--- config.mk ---
export PLATFORM = sky130hd
export DESIGN_NAME = dpram_arbiter
export DESIGN_NICKNAME = d
export VERILOG_FILES = /design/src/rtl/dpram_arb_pkg.sv /design/src/rtl/dpram_arb_rr_scan.sv /design/src/rtl/dpram_arbiter.sv
export SDC_FILE = /design/constraint.sdc
export NUM_CORES = 2
export LEC_CHECK = 0
export ABC_AREA = 1
export CAP_MARGIN = 10
export CORE_AREA = 3 3 676 678
export DETAILED_ROUTE_END_ITERATION = 8
export DIE_AREA = 0 0 679 681
export HOLD_SLACK_MARGIN = 0.03
export PLACE_DENSITY = 0.3
export SLEW_MARGIN = 25
export SYNTH_ARGS = -nofsm -noshare
export SYNTH_HDL_FRONTEND = slang
export SYNTH_SLANG_ARGS = --single-unit
--- constraint.sdc ---
create_clock -name clk -period 6 [get_ports clk]
set_clock_uncertainty 0.05 [all_clocks]
set_input_delay 0.9 -clock clk [delete_from_list [all_inputs] [get_ports clk]]
set_output_delay 0.9 -clock clk [all_outputs]
set_load 0.005 [all_outputs]
--- src/rtl/dpram_arb_pkg.sv ---
// Shared types for the label-RAM arbiter: port count, port selector and request kind.
package dpram_arb_pkg;

    localparam int unsigned MAX_PORTS = 2;

    typedef logic [$clog2(MAX_PORTS)-1:0] port_sel_t;

    typedef enum logic {
        REQ_READ  = 1'b0,
        REQ_WRITE = 1'b1
    } req_kind_t;

endpackage

--- src/rtl/dpram_arb_rr_scan.sv ---
// Rotating scan picker: grants up to two reads and two writes per cycle, starting at ptr_i.
module dpram_arb_rr_scan
    import dpram_arb_pkg::*;
#(
    parameter int unsigned N  = 4,
    parameter int unsigned S  = 20,
    parameter int unsigned PW = $clog2(N)
) (
    input  logic [PW-1:0]       ptr_i,
    input  logic [N-1:0]        valid_i,
    input  logic [N-1:0]        we_i,
    input  logic [N-1:0][S-1:0] addr_i,
    output logic [N-1:0]        grant_o,
    output port_sel_t [N-1:0]   port_o,
    output logic [PW-1:0]       last_o
);

    logic [PW:0]   pos;
    logic [PW-1:0] idx;
    logic [1:0]    n_rd;
    logic [1:0]    n_wr;
    logic [S-1:0]  wr_addr0;

    always_comb begin
        grant_o  = '0;
        port_o   = '0;
        last_o   = '0;
        pos      = '0;
        idx      = '0;
        n_rd     = '0;
        n_wr     = '0;
        wr_addr0 = '0;
        for (int unsigned k = 0; k < N; k++) begin
            // Modular add kept one bit wider so non-power-of-two N wraps correctly.
            pos = {1'b0, ptr_i} + (PW+1)'(k);
            if (pos >= (PW+1)'(N)) begin
                pos = pos - (PW+1)'(N);
            end
            idx = pos[PW-1:0];
            if (valid_i[idx]) begin
                if (we_i[idx] == REQ_READ) begin
                    if (n_rd < 2'd2) begin
                        grant_o[idx] = 1'b1;
                        port_o[idx]  = n_rd[0];
                        n_rd         = n_rd + 2'd1;
                        last_o       = idx;
                    end
                end else if (n_wr == 2'd0 || (n_wr == 2'd1 && addr_i[idx] != wr_addr0)) begin
                    grant_o[idx] = 1'b1;
                    port_o[idx]  = n_wr[0];
                    if (n_wr == 2'd0) begin
                        wr_addr0 = addr_i[idx];
                    end
                    n_wr   = n_wr + 2'd1;
                    last_o = idx;
                end
            end
        end
    end

endmodule

--- src/rtl/dpram_arbiter.sv ---
// Shares a 2R/2W label RAM among N requesters with round-robin grants and 1-cycle read return.
module dpram_arbiter
    import dpram_arb_pkg::*;
#(
    parameter int unsigned N  = 4,
    parameter int unsigned S  = 20,
    parameter int unsigned K  = 128,
    parameter int unsigned CW = 16
) (
    input  logic                clk,
    input  logic                rst,
    input  logic [N-1:0]        req_valid,
    input  logic [N-1:0]        req_we,
    input  logic [N-1:0][S-1:0] req_addr,
    input  logic [N-1:0][K-1:0] req_wdata,
    output logic [N-1:0]        req_ready,
    output logic [N-1:0]        rsp_valid,
    output logic [N-1:0][K-1:0] rsp_data,
    output logic                ram_wr_en_0,
    output logic                ram_wr_en_1,
    output logic [S-1:0]        ram_wr_addr_0,
    output logic [S-1:0]        ram_wr_addr_1,
    output logic [K-1:0]        ram_wr_data_0,
    output logic [K-1:0]        ram_wr_data_1,
    output logic [S-1:0]        ram_rd_addr_0,
    output logic [S-1:0]        ram_rd_addr_1,
    input  logic [K-1:0]        ram_rd_data_0,
    input  logic [K-1:0]        ram_rd_data_1,
    output logic [CW-1:0]       stall_cnt
);

    localparam int unsigned PW = $clog2(N);

    logic [PW-1:0]        ptr_q, ptr_d;
    logic [N-1:0]         rsp_valid_q, rsp_valid_d;
    logic [N-1:0][K-1:0]  rsp_data_q, rsp_data_d;
    logic [CW-1:0]        stall_q, stall_d;

    logic [N-1:0]         scan_grant;
    logic [N-1:0]         grant;
    port_sel_t [N-1:0]    port_sel;
    logic [PW-1:0]        last_idx;

    dpram_arb_rr_scan #(
        .N  (N),
        .S  (S),
        .PW (PW)
    ) u_scan (
        .ptr_i   (ptr_q),
        .valid_i (req_valid),
        .we_i    (req_we),
        .addr_i  (req_addr),
        .grant_o (scan_grant),
        .port_o  (port_sel),
        .last_o  (last_idx)
    );

    // Nothing is granted or issued to the RAM while reset is held.
    assign grant     = scan_grant & {N{rst}};
    assign req_ready = grant;

    always_comb begin
        ram_wr_en_0   = 1'b0;
        ram_wr_en_1   = 1'b0;
        ram_wr_addr_0 = '0;
        ram_wr_addr_1 = '0;
        ram_wr_data_0 = '0;
        ram_wr_data_1 = '0;
        ram_rd_addr_0 = '0;
        ram_rd_addr_1 = '0;
        rsp_valid_d   = '0;
        rsp_data_d    = '0;
        for (int unsigned i = 0; i < N; i++) begin
            if (grant[i]) begin
                if (req_we[i] == REQ_WRITE) begin
                    if (port_sel[i] == '0) begin
                        ram_wr_en_0   = 1'b1;
                        ram_wr_addr_0 = req_addr[i];
                        ram_wr_data_0 = req_wdata[i];
                    end else begin
                        ram_wr_en_1   = 1'b1;
                        ram_wr_addr_1 = req_addr[i];
                        ram_wr_data_1 = req_wdata[i];
                    end
                end else begin
                    rsp_valid_d[i] = 1'b1;
                    if (port_sel[i] == '0) begin
                        ram_rd_addr_0 = req_addr[i];
                        rsp_data_d[i] = ram_rd_data_0;
                    end else begin
                        ram_rd_addr_1 = req_addr[i];
                        rsp_data_d[i] = ram_rd_data_1;
                    end
                end
            end
        end
    end

    always_comb begin
        ptr_d = ptr_q;
        if (|grant) begin
            ptr_d = (last_idx == PW'(N - 1)) ? '0 : last_idx + PW'(1);
        end
        stall_d = stall_q;
        if (|(req_valid & ~grant) && stall_q != '1) begin
            stall_d = stall_q + CW'(1);
        end
    end

    always_ff @(posedge clk or negedge rst) begin
        if (!rst) begin
            ptr_q       <= '0;
            rsp_valid_q <= '0;
            rsp_data_q  <= '0;
            stall_q     <= '0;
        end else begin
            ptr_q       <= ptr_d;
            rsp_valid_q <= rsp_valid_d;
            rsp_data_q  <= rsp_data_d;
            stall_q     <= stall_d;
        end
    end

    assign rsp_valid = rsp_valid_q;
    assign rsp_data  = rsp_data_q;
    assign stall_cnt = stall_q;

endmodule
==> run metrics <==
CP Class=register to primary output; PwrDens=707 mW/mm²; Crit path top cell by count=nand2_1; Yosys warning count=0; Fin. Hold Viols=0; crit path buf inv count=13; # DRC=0; crit path from=ptr_q[0]$_DFFE_PN0P_; # Max-Cap Violations=0; crit path max-delay cell type=dfrtp_4; Slew Viols, Final=0; Wirelength per Cell=31.4 µm; TritonCTS clock tree=done; Initial Utilization=0.0815; DIE AREA=0.462 mm²; worst-path fanout max=16; H-Tree Depth=3; commonest non-fill, non-tap cell in the layout=nand2_1; Lkg Pwr=33.4 nW; # fillers=51566; Crit. End Element=primary output; fin crit share=1.28; CTS Buffer Depth=3; setup ws final=-1.69 ns; placer congestion estimate=0.980; HP Class=primary input to asynchronous set/reset pin; Skew-Pair Late Insertion Delay=0.66 ns; Post-Route WL=443000 µm; reg2reg end=rsp_data[475]$_DFF_PN0_; Inst Count DP=13785; Vias/cell=3.73; Die Ht=681 µm; Final Setup Violations=768; Syn Inst Count=5749; CTS clock-pin slew for the worst setup and hold paths=0.07 ns; cell area after synthesis=0.0368 mm²; Post-Layout Cell Count=14111; Final ANT Viol Nets=0; family with the most delay on the worst path=buffers and inverters; Placement Rows=247; WP data arrival=6.74 ns; antenna violations before repair=219; Critical Path Source Type=register; Clk Tree Root Cell=clkbuf_16; via count=52691; commonest non-fill, non-tap cells in the layout=nand2_1 (1729), clkdlybuf4s50_1 (1507), buf_4 (706), nand3_1 (677), inv_1 (567); IO Port Bufs=1731; first-pass GRT wire length=549000 µm; Final Power=51.7 mW; Max VDD drop=0.635 mV; Slew HR=0.374; Unique masters post-synth=41; WP depth=43; failing checks=negative setup slack; setup slack, reg-to-reg=-0.97 ns; reg2reg start=ptr_q[0]$_DFFE_PN0P_; Syn Area/Cell=6.41 µm²; WHS=0.419 ns; Fmax=130 MHz; grt total ovfl=0; die width=679 µm; vias in the first global route=51861; P&R area growth vs syn=98.7%; utilization after layout=0.162; Clock Sinks=534; post-synthesis sequential area ratio=0.363; Reg2Reg Depth=42; syn nets=6617; I/O pin cnt=1732; 1st-pass router iterations=8; RSZ-0062 raised after global routing=yes; Fin Setup TNS=-721.95 ns; Final min period=7.69 ns; largest net degree at the start of global routing=119; DR iter-0 viols=4037; CP max stage delay=0.57 ns; core area=0.452 mm²; Layout Nets=8875; critical path capture point=ram_wr_data_1[103]; outcome=finished with violations; CTS Buf Count=66; worst path required time=5.05 ns; share of layout cells above drive strength 1=0.175; DP Wirelength=365000 µm; Slew @ Worst Pin=0.939 ns; Seq cells post-synth=534; GRT Util Overall=0.179
## registers in the layout (all words and copies together) (netlist names)
register	cells
ptr_q	2
rsp_data	512
rsp_valid	4
stall_cnt	16
## Yosys cell counts, drive strengths merged
cell type | n | area [µm²]
nand2 | 1846 | 6970
nand3 | 708 | 3580
inv | 585 | 2200
dfrtp | 534 | 13400
o21ai | 420 | 2110
o22ai | 386 | 2410
nor2 | 363 | 1400
a21oi | 327 | 1640
buf | 310 | 1640
clkbuf | 136 | 510
nand4 | 32 | 200
xor2 | 23 | 201
nand3b | 12 | 90.1
ha | 10 | 125
a31oi | 9 | 56.3
xnor2 | 9 | 78.8
nor3 | 8 | 40.0
and2 | 6 | 37.5
or2 | 6 | 37.5
o211ai | 5 | 37.5
o21a | 4 | 30.0
mux2i | 3 | 30.0
nor4 | 2 | 12.5
a21o | 1 | 7.51
clkinv | 1 | 3.75
o2111ai | 1 | 8.76
o211a | 1 | 10.0
o311ai | 1 | 8.76
## logic make-up after synthesis
logic type,count (synthesis),share of synthesized area
AND/OR/NAND/NOR,2983,0.336
AO/OA/AOI/OAI,1155,0.171
buffers and inverters,1032,0.118
flip-flops,534,0.363
XOR/XNOR,32,0.00761
adder cells (fa/ha/maj),10,0.00340
multiplexers,3,0.000815
## stage by stage
step	cell area, µm²	setup slack, ns
finish	73200	-1.69
floorplan	36900	0.0159
CTS	70900	-1.99
detailed placement	67500	-2.51
global route	73100	-2.02
global placement	67500	-2.59
## worst min-delay path by stage
stage                               endpoint  slack, ns
floorplan           stall_cnt[6]$_DFFE_PN0P_       0.44
global placement    stall_cnt[5]$_DFFE_PN0P_       0.47
detailed placement  stall_cnt[4]$_DFFE_PN0P_       0.48
CTS                  rsp_data[230]$_DFF_PN0_       0.35
global route         rsp_data[230]$_DFF_PN0_       0.40
finish               rsp_data[230]$_DFF_PN0_       0.42
## power breakdown
group	leakage (nW)	switching (mW)	internal [mW]
Combinational	24.9	24.3	17.5
Clock	1.13	1.80	2.56
Sequential	7.34	0.607	4.98
## timing repair
item	4_1_cts	5_1_grt
pin swaps	13	65
hold buffers	1	0
endpoints found under the hold margin	4	0
resized for setup	181	425
setup buffers	37	50
endpoints found under the setup margin	868	868
gates cloned	9	34
## routing by layer
layer  global-route usage  vias up  routed length, µm  share of wire
met5                    0        -                618         0.0014
met4               0.0865       94              25900          0.059
met3               0.0476      704              31300          0.071
met2                0.349     2555             238000           0.54
met1                0.172    25960             147000           0.33
li1                     -    23378                  -              -
## layout make-up
class / instances / area, µm² / area share
diodes: 79 / 198 / 0.00270
flip-flops and latches: 534 / 13400 / 0.183
clock inverters: 19 / 287 / 0.00392
multi-input cells: 4184 / 20000 / 0.273
repair inverters: 1 / 8.76 / 0.000120
well taps: 5976 / 7480 / 0.102
clock buffers: 98 / 2020 / 0.0275
repair buffers: 2634 / 27500 / 0.376
inverters: 586 / 2290 / 0.0313
No activity file was read; power rests on OpenSTA's default activity.
